===== src/rtl/vga_pkg.sv =====
// Shared VGA pipeline constants and the update-scheduler state encoding.
// Both the timing generator and the scheduler import this package.
package vga_pkg;

    localparam int VGA_VER_ACTIVE = 600;
    localparam int VGA_VER_TOTAL  = 628;
    localparam int FRAME_CNT_W    = 16;

    typedef enum logic [1:0] {
        S_IDLE,
        S_ARB,
        S_GRANT,
        S_CLOSED
    } sched_state_t;

endpackage


===== src/rtl/rr_arbiter.sv =====
// Combinational round-robin pick: the first asserted request at or after ptr,
// wrapping from the top index back to 0. Output is one-hot, or zero when nothing is pending.
module rr_arbiter #(
    parameter int N_REQ = 4,
    parameter int PW    = $clog2(N_REQ)
) (
    input  logic [N_REQ-1:0] req,
    input  logic [PW-1:0]    ptr,
    output logic [N_REQ-1:0] pick,
    output logic             valid
);

    // The first pass covers indices ptr..N_REQ-1; the second pass covers the wrapped part.
    always_comb begin
        // NOTE: defaults first, so every path assigns every output and no latch is inferred.
        pick  = '0;
        valid = 1'b0;
        for (int j = 0; j < N_REQ; j++) begin
            if (!valid && req[j] && (j >= int'(ptr))) begin
                pick[j] = 1'b1;
                valid   = 1'b1;
            end
        end
        for (int j = 0; j < N_REQ; j++) begin
            if (!valid && req[j]) begin
                pick[j] = 1'b1;
                valid   = 1'b1;
            end
        end
    end

endmodule


===== src/rtl/vga_update_sched.sv =====
// Grants exclusive, vblank-only access to shared frame/config state, round-robin
// among requesters. A grant ends early on timeout or when the pre-active guard band begins.
module vga_update_sched
    import vga_pkg::*;
#(
    parameter int N_REQ       = 4,
    parameter int VER_ACTIVE  = VGA_VER_ACTIVE,
    parameter int VER_TOTAL   = VGA_VER_TOTAL,
    parameter int GUARD_LINES = 2,
    parameter int TIMEOUT     = 4096
) (
    input  logic                   clk,
    input  logic                   rst_n,
    input  logic [10:0]            vcount,
    input  logic                   vblnk,
    input  logic [N_REQ-1:0]       req,
    input  logic [N_REQ-1:0]       done,
    output logic [N_REQ-1:0]       gnt,
    output logic                   abort,
    output logic                   busy,
    output logic [FRAME_CNT_W-1:0] frame_cnt,
    output logic                   timeout_err,
    output logic [N_REQ-1:0]       starved
);

    localparam int             PW         = $clog2(N_REQ);
    localparam int             TW         = $clog2(TIMEOUT);
    localparam logic [10:0]    CLOSE_LINE = 11'(VER_TOTAL - GUARD_LINES);
    localparam logic [TW-1:0]  TIMER_LAST = TW'(TIMEOUT - 1);
    localparam logic [PW-1:0]  PTR_LAST   = PW'(N_REQ - 1);

    if (N_REQ < 2 || N_REQ > 8 || TIMEOUT < 2 ||
        VER_ACTIVE + GUARD_LINES >= VER_TOTAL) begin : g_bad_params
        $error("vga_update_sched: inconsistent parameters");
    end

    sched_state_t     state, state_n;
    logic             vblnk_q;
    logic [PW-1:0]    ptr, ptr_n, gnt_idx, ptr_inc;
    logic [TW-1:0]    timer, timer_n;
    logic [N_REQ-1:0] gnt_n, starved_n, pick;
    logic             abort_n, toerr_n, pick_valid;
    logic             vb_rise, win_open, finished, timed_out;

    assign vb_rise   = vblnk & ~vblnk_q;
    assign win_open  = vblnk & (vcount < CLOSE_LINE);
    assign busy      = |gnt;
    // A done pulse or a dropped request from the holder is a clean finish; it outranks any abort cause.
    assign finished  = |(done & gnt) | ~|(req & gnt);
    assign timed_out = (timer == TIMER_LAST);

    rr_arbiter #(.N_REQ(N_REQ), .PW(PW)) u_arb (
        .req   (req),
        .ptr   (ptr),
        .pick  (pick),
        .valid (pick_valid)
    );

    always_comb begin
        gnt_idx = '0;
        for (int i = 0; i < N_REQ; i++) begin
            if (gnt[i]) gnt_idx = PW'(i);
        end
        ptr_inc = (gnt_idx == PTR_LAST) ? '0 : gnt_idx + 1'b1;
    end

    always_comb begin
        state_n   = state;
        gnt_n     = gnt;
        abort_n   = 1'b0;
        ptr_n     = ptr;
        timer_n   = timer;
        toerr_n   = timeout_err;
        starved_n = starved;
        unique case (state)
            S_IDLE: begin
                if (vb_rise) state_n = S_ARB;
            end
            S_ARB: begin
                if (!vblnk) begin
                    state_n = S_IDLE;
                end else if (!win_open) begin
                    state_n   = S_CLOSED;
                    starved_n = starved | req;
                end else if (pick_valid) begin
                    gnt_n   = pick;
                    timer_n = '0;
                    state_n = S_GRANT;
                end
            end
            S_GRANT: begin
                if (finished || timed_out || !win_open) begin
                    gnt_n   = '0;
                    ptr_n   = ptr_inc;
                    abort_n = ~finished;
                    toerr_n = timeout_err | (timed_out & ~finished);
                    state_n = vblnk ? S_ARB : S_IDLE;
                end else if (timer != TIMER_LAST) begin
                    timer_n = timer + 1'b1;
                end
            end
            S_CLOSED: begin
                if (!vblnk) state_n = S_IDLE;
            end
            default: state_n = S_IDLE;
        endcase
    end

    // NOTE: sequential state uses non-blocking assignments so every register samples pre-edge values.
    always_ff @(posedge clk or negedge rst_n) begin
        if (!rst_n) begin
            state       <= S_IDLE;
            vblnk_q     <= 1'b0;
            ptr         <= '0;
            timer       <= '0;
            gnt         <= '0;
            abort       <= 1'b0;
            timeout_err <= 1'b0;
            starved     <= '0;
            frame_cnt   <= '0;
        end else begin
            state       <= state_n;
            vblnk_q     <= vblnk;
            ptr         <= ptr_n;
            timer       <= timer_n;
            gnt         <= gnt_n;
            abort       <= abort_n;
            timeout_err <= toerr_n;
            starved     <= starved_n;
            if (vb_rise) frame_cnt <= frame_cnt + 1'b1;
        end
    end

endmodule


===== config.mk =====
export PLATFORM = sky130hd
export DESIGN_NAME = vga_update_sched
export DESIGN_NICKNAME = d
export VERILOG_FILES = /design/src/rtl/vga_pkg.sv /design/src/rtl/rr_arbiter.sv /design/src/rtl/vga_update_sched.sv
export SDC_FILE = /design/constraint.sdc
export NUM_CORES = 1
export LEC_CHECK = 0
export ABC_AREA = 1
export CORE_ASPECT_RATIO = 0.5
export CORE_MARGIN = 4
export CORE_UTILIZATION = 40
export DETAILED_ROUTE_END_ITERATION = 10
export SLEW_MARGIN = 20
export SYNTH_ARGS = -nofsm -noshare
export SYNTH_HDL_FRONTEND = slang
export SYNTH_SLANG_ARGS = --single-unit

===== constraint.sdc =====
create_clock -name clk -period 3.5 [get_ports clk]
set_clock_uncertainty 0.15 [all_clocks]
set_input_delay 0.7 -clock clk [delete_from_list [all_inputs] [get_ports clk]]
set_output_delay 0.7 -clock clk [all_outputs]
set_load 0.01 [all_outputs]

==> flow_summary_export.csv <==
group,metric,value,unit
clock_tree,h-tree-depth,2,
floorplanning,fp.dieArea,7485,um^2
layout,fillerInstances,542,
clock_tree,cts_sinks,43,
grt,grt_first_pass_wirelength,9.045,mm
sta,worst_slew_pin_slew,0.9500,ns
job,cap_violations,0,
worst_hold_path,hp-class,"reg -> reg",
clock_tree,post-cts-setup-buffers,0,
synthesis,synth_commonest_cells,"103 x nand2_1, 43 x dfrtp_1, 33 x inv_1, 31 x nand3_1, 30 x nor2_1",
pwr,p_leak,1.472,nW
floorplanning,fp-row-count,19,
sta,setup_tns,0,ns
critical_path,r2r_start,"state[0]$_DFFE_PN0P_",
synthesis,synth_seq_cells,43,
sta,fin_ws,0.8954,ns
synthesis,ys_top_cells_by_area,"dfrtp_1 44%, nand2_1 16%, nand3_1 6.4%",
sta,whs,0.3141,ns
worst_hold_path,hold_start,"timeout_err$_DFFE_PN0P_",
clock_tree,cts_buffer_depth,2,
floorplanning,ios,49,
critical_path,crit_fanout,6,
detailed_routing,viasPerCell,4.771,
clock_tree,clk_pin_slew_worst_paths,0.06,ns
critical_path,r2r_end,"timer[5]$_DFFE_PN0P_",
critical_path,critical_path_class,"reg -> out",
detailed_routing,firstDrtPassIters,4,
sta,final_max_slew_viol_count,0,
layout,final_nets,395,
synthesis,synth_top_area_share,44.13,%
detailed_routing,via_count,2123,
placed_design,pre_cts_slack,0.7050,ns
floorplanning,core,5682,um^2
pwr,power,1.846,mW
placed_design,io_buffers,47,
worst_hold_path,hold_end,"timeout_err$_DFFE_PN0P_",
floorplanning,die_x,118.4,um
synthesis,yosysSeqAreaShare,44.13,%
synthesis,yosys_warnings,0,
layout,multi_input_area,1201,um^2
synthesis,synth-async-reset-ratio,100.0,%
worst_hold_path,whs_path_depth,2,
clock_tree,cts_buffers,5,
clock_tree,cts_resized,0,
critical_path,start_kind,"flip-flop",
critical_path,max_stage_delay,0.54,ns
synthesis,synth_ff_type,"dfrtp_1",
clock_tree,ctsHoldBuffers,0,
sta,rsz0062_at_grt,"no",
layout,diodes,0,
synthesis,synth_cells,321,
placed_design,place.gp.congestion,0.8002,
clock_tree,cts_tree,"yes",
synthesis,syn_area,2439,um^2
synthesis,synth_area_leader_cell,"dfrtp_1",
pwr,pwr_density_cell,593.5,nW/um^2
layout,ff_latch_area,1076,um^2
pwr,peakVddDrop,190.7,uV
critical_path,end_kind,"output pin",
synthesis,synth-edff-count,0,
sta,hold_viol_final,0,
sta,max_freq,383.9,MHz
layout,syn_to_final_growth,27.55,%
sta,slew_headroom,36.67,%
critical_path,worstPathArrival,1.75,ns
critical_path,crit_slowest_cell,"or4_1",
floorplanning,initial_core_util,42.92,%
critical_path,cp-startpoint,"gnt[3]$_DFFE_PN0P_",
synthesis,syn_nets,345,
run_status,status,"finished, final reports clean",
clock_tree,root_buffer,"clkbuf_16",
grt,grt_pass1_vias,1993,
detailed_routing,drc_errors,0,
placed_design,dp_hpwl,3.794,mm
synthesis,avgSynthCellArea,7.597,um^2
clock_tree,clk_latency,0.28,ns
detailed_routing,drt_iter0_drc,106,
sta,min_period,2.605,ns
synthesis,yosysMostFrequentCell,"nand2_1",
critical_path,ff2ff_setup_slack,1.19,ns
grt,track_usage,14.47,%
grt,antenna_found_initial,0,
layout,utilization,54.75,%
detailed_routing,wl_per_cell,11.48,um
critical_path,path_cells,"or4_1, clkdlybuf4s50_1",
detailed_routing,wirelength,5.108,mm
synthesis,synth_cell_types,30,
layout,layout-drive-gt1-share,7.796,%
critical_path,cp.required,2.65,ns
grt,grt_max_degree,44,
floorplanning,fp.dieH,63.21,um
critical_path,worstRegToRegCells,8,
sta,finalCritPeriodShare,74.42,%
grt,grt_overflow,0,
detailed_routing,ant_nets,0,
sta,setup_viol,0,
==> worst max-delay path: cells and delay by family (launching register included) <==
| kind | cells | cell delay, ns |
|---|---|---|
| simple gates | 1 | 0.54 |
| buf+inv | 1 | 0.49 |
| flops | 1 | 0.45 |
==> cell type report <==
| type | count | share of cell area (%) |
|---|---|---|
| multi-input cells | 238 | 38.62 |
| flip-flops and latches | 43 | 34.59 |
| repair buffers | 47 | 14.96 |
| inverters | 36 | 4.344 |
| clock buffers | 6 | 4.143 |
| well taps | 73 | 2.936 |
| clock inverters | 2 | 0.4023 |
==> layout by cell type (no fill, tap or decap), drive strengths merged, types with 2 or more instances in the layout <==
master           n
xor2            14
clkdlybuf4s50   46
o21ai            9
nand3           33
inv             36
dfrtp           43
o21bai           3
clkbuf           6
nor2            38
nand2          108
ha               2
nor3             4
xnor2            6
a21oi            7
nand4            7
==> routing by layer <==
metal / global-route usage [%] / wire (um) / vias up
met5: 0 / 0 / -
met4: 2.597 / 27 / 0
met3: 4.558 / 234 / 4
met2: 23.53 / 2287 / 32
met1: 19.31 / 2559 / 972
li1: - / - / 1115
==> worst max path at each step <==
stage                           endpoint  slack, ns
4_1_cts                             busy       0.88
3_5_place_dp        timer[5]$_DFFE_PN0P_       0.71
6_report                            busy       0.90
5_1_grt            timer[10]$_DFFE_PN0P_       0.80
2_1_floorplan  frame_cnt[14]$_DFFE_PN0P_       1.61
3_3_place_gp        timer[6]$_DFFE_PN0P_       0.74
==> state kept, by name, summed over array words and instances, names as in the netlist <==
name and flops:
gnt 4, timeout_err 1, ptr 2, state 2, starved 4, abort 1
frame_cnt 16, vblnk_q 1, timer 12
==> power breakdown <==
part           total, mW  internal, mW  switching [mW]
Sequential         0.718         0.600           0.118
Combinational      0.681         0.304           0.377
Clock              0.447         0.263           0.184
==> cell families (layout without fill, tap and decap cells) <==
group | Yosys count | count (layout) | share of synthesized area [%]
buf+inv | 40 | 91 | 6.619
simple gates | 194 | 194 | 35.87
flops | 43 | 43 | 44.13
xor+xnor | 20 | 20 | 7.183
compound gates | 22 | 22 | 5.182
fa+ha+maj | 2 | 2 | 1.026
==> per-stage QoR <==
step,instances,area [um^2]
final,445,3110
after global routing,445,3110
after CTS,445,3110
after detailed placement,437,2969
after global placement,437,2969
after floorplan,321,2439
No activity file was read; power rests on OpenSTA's default activity.
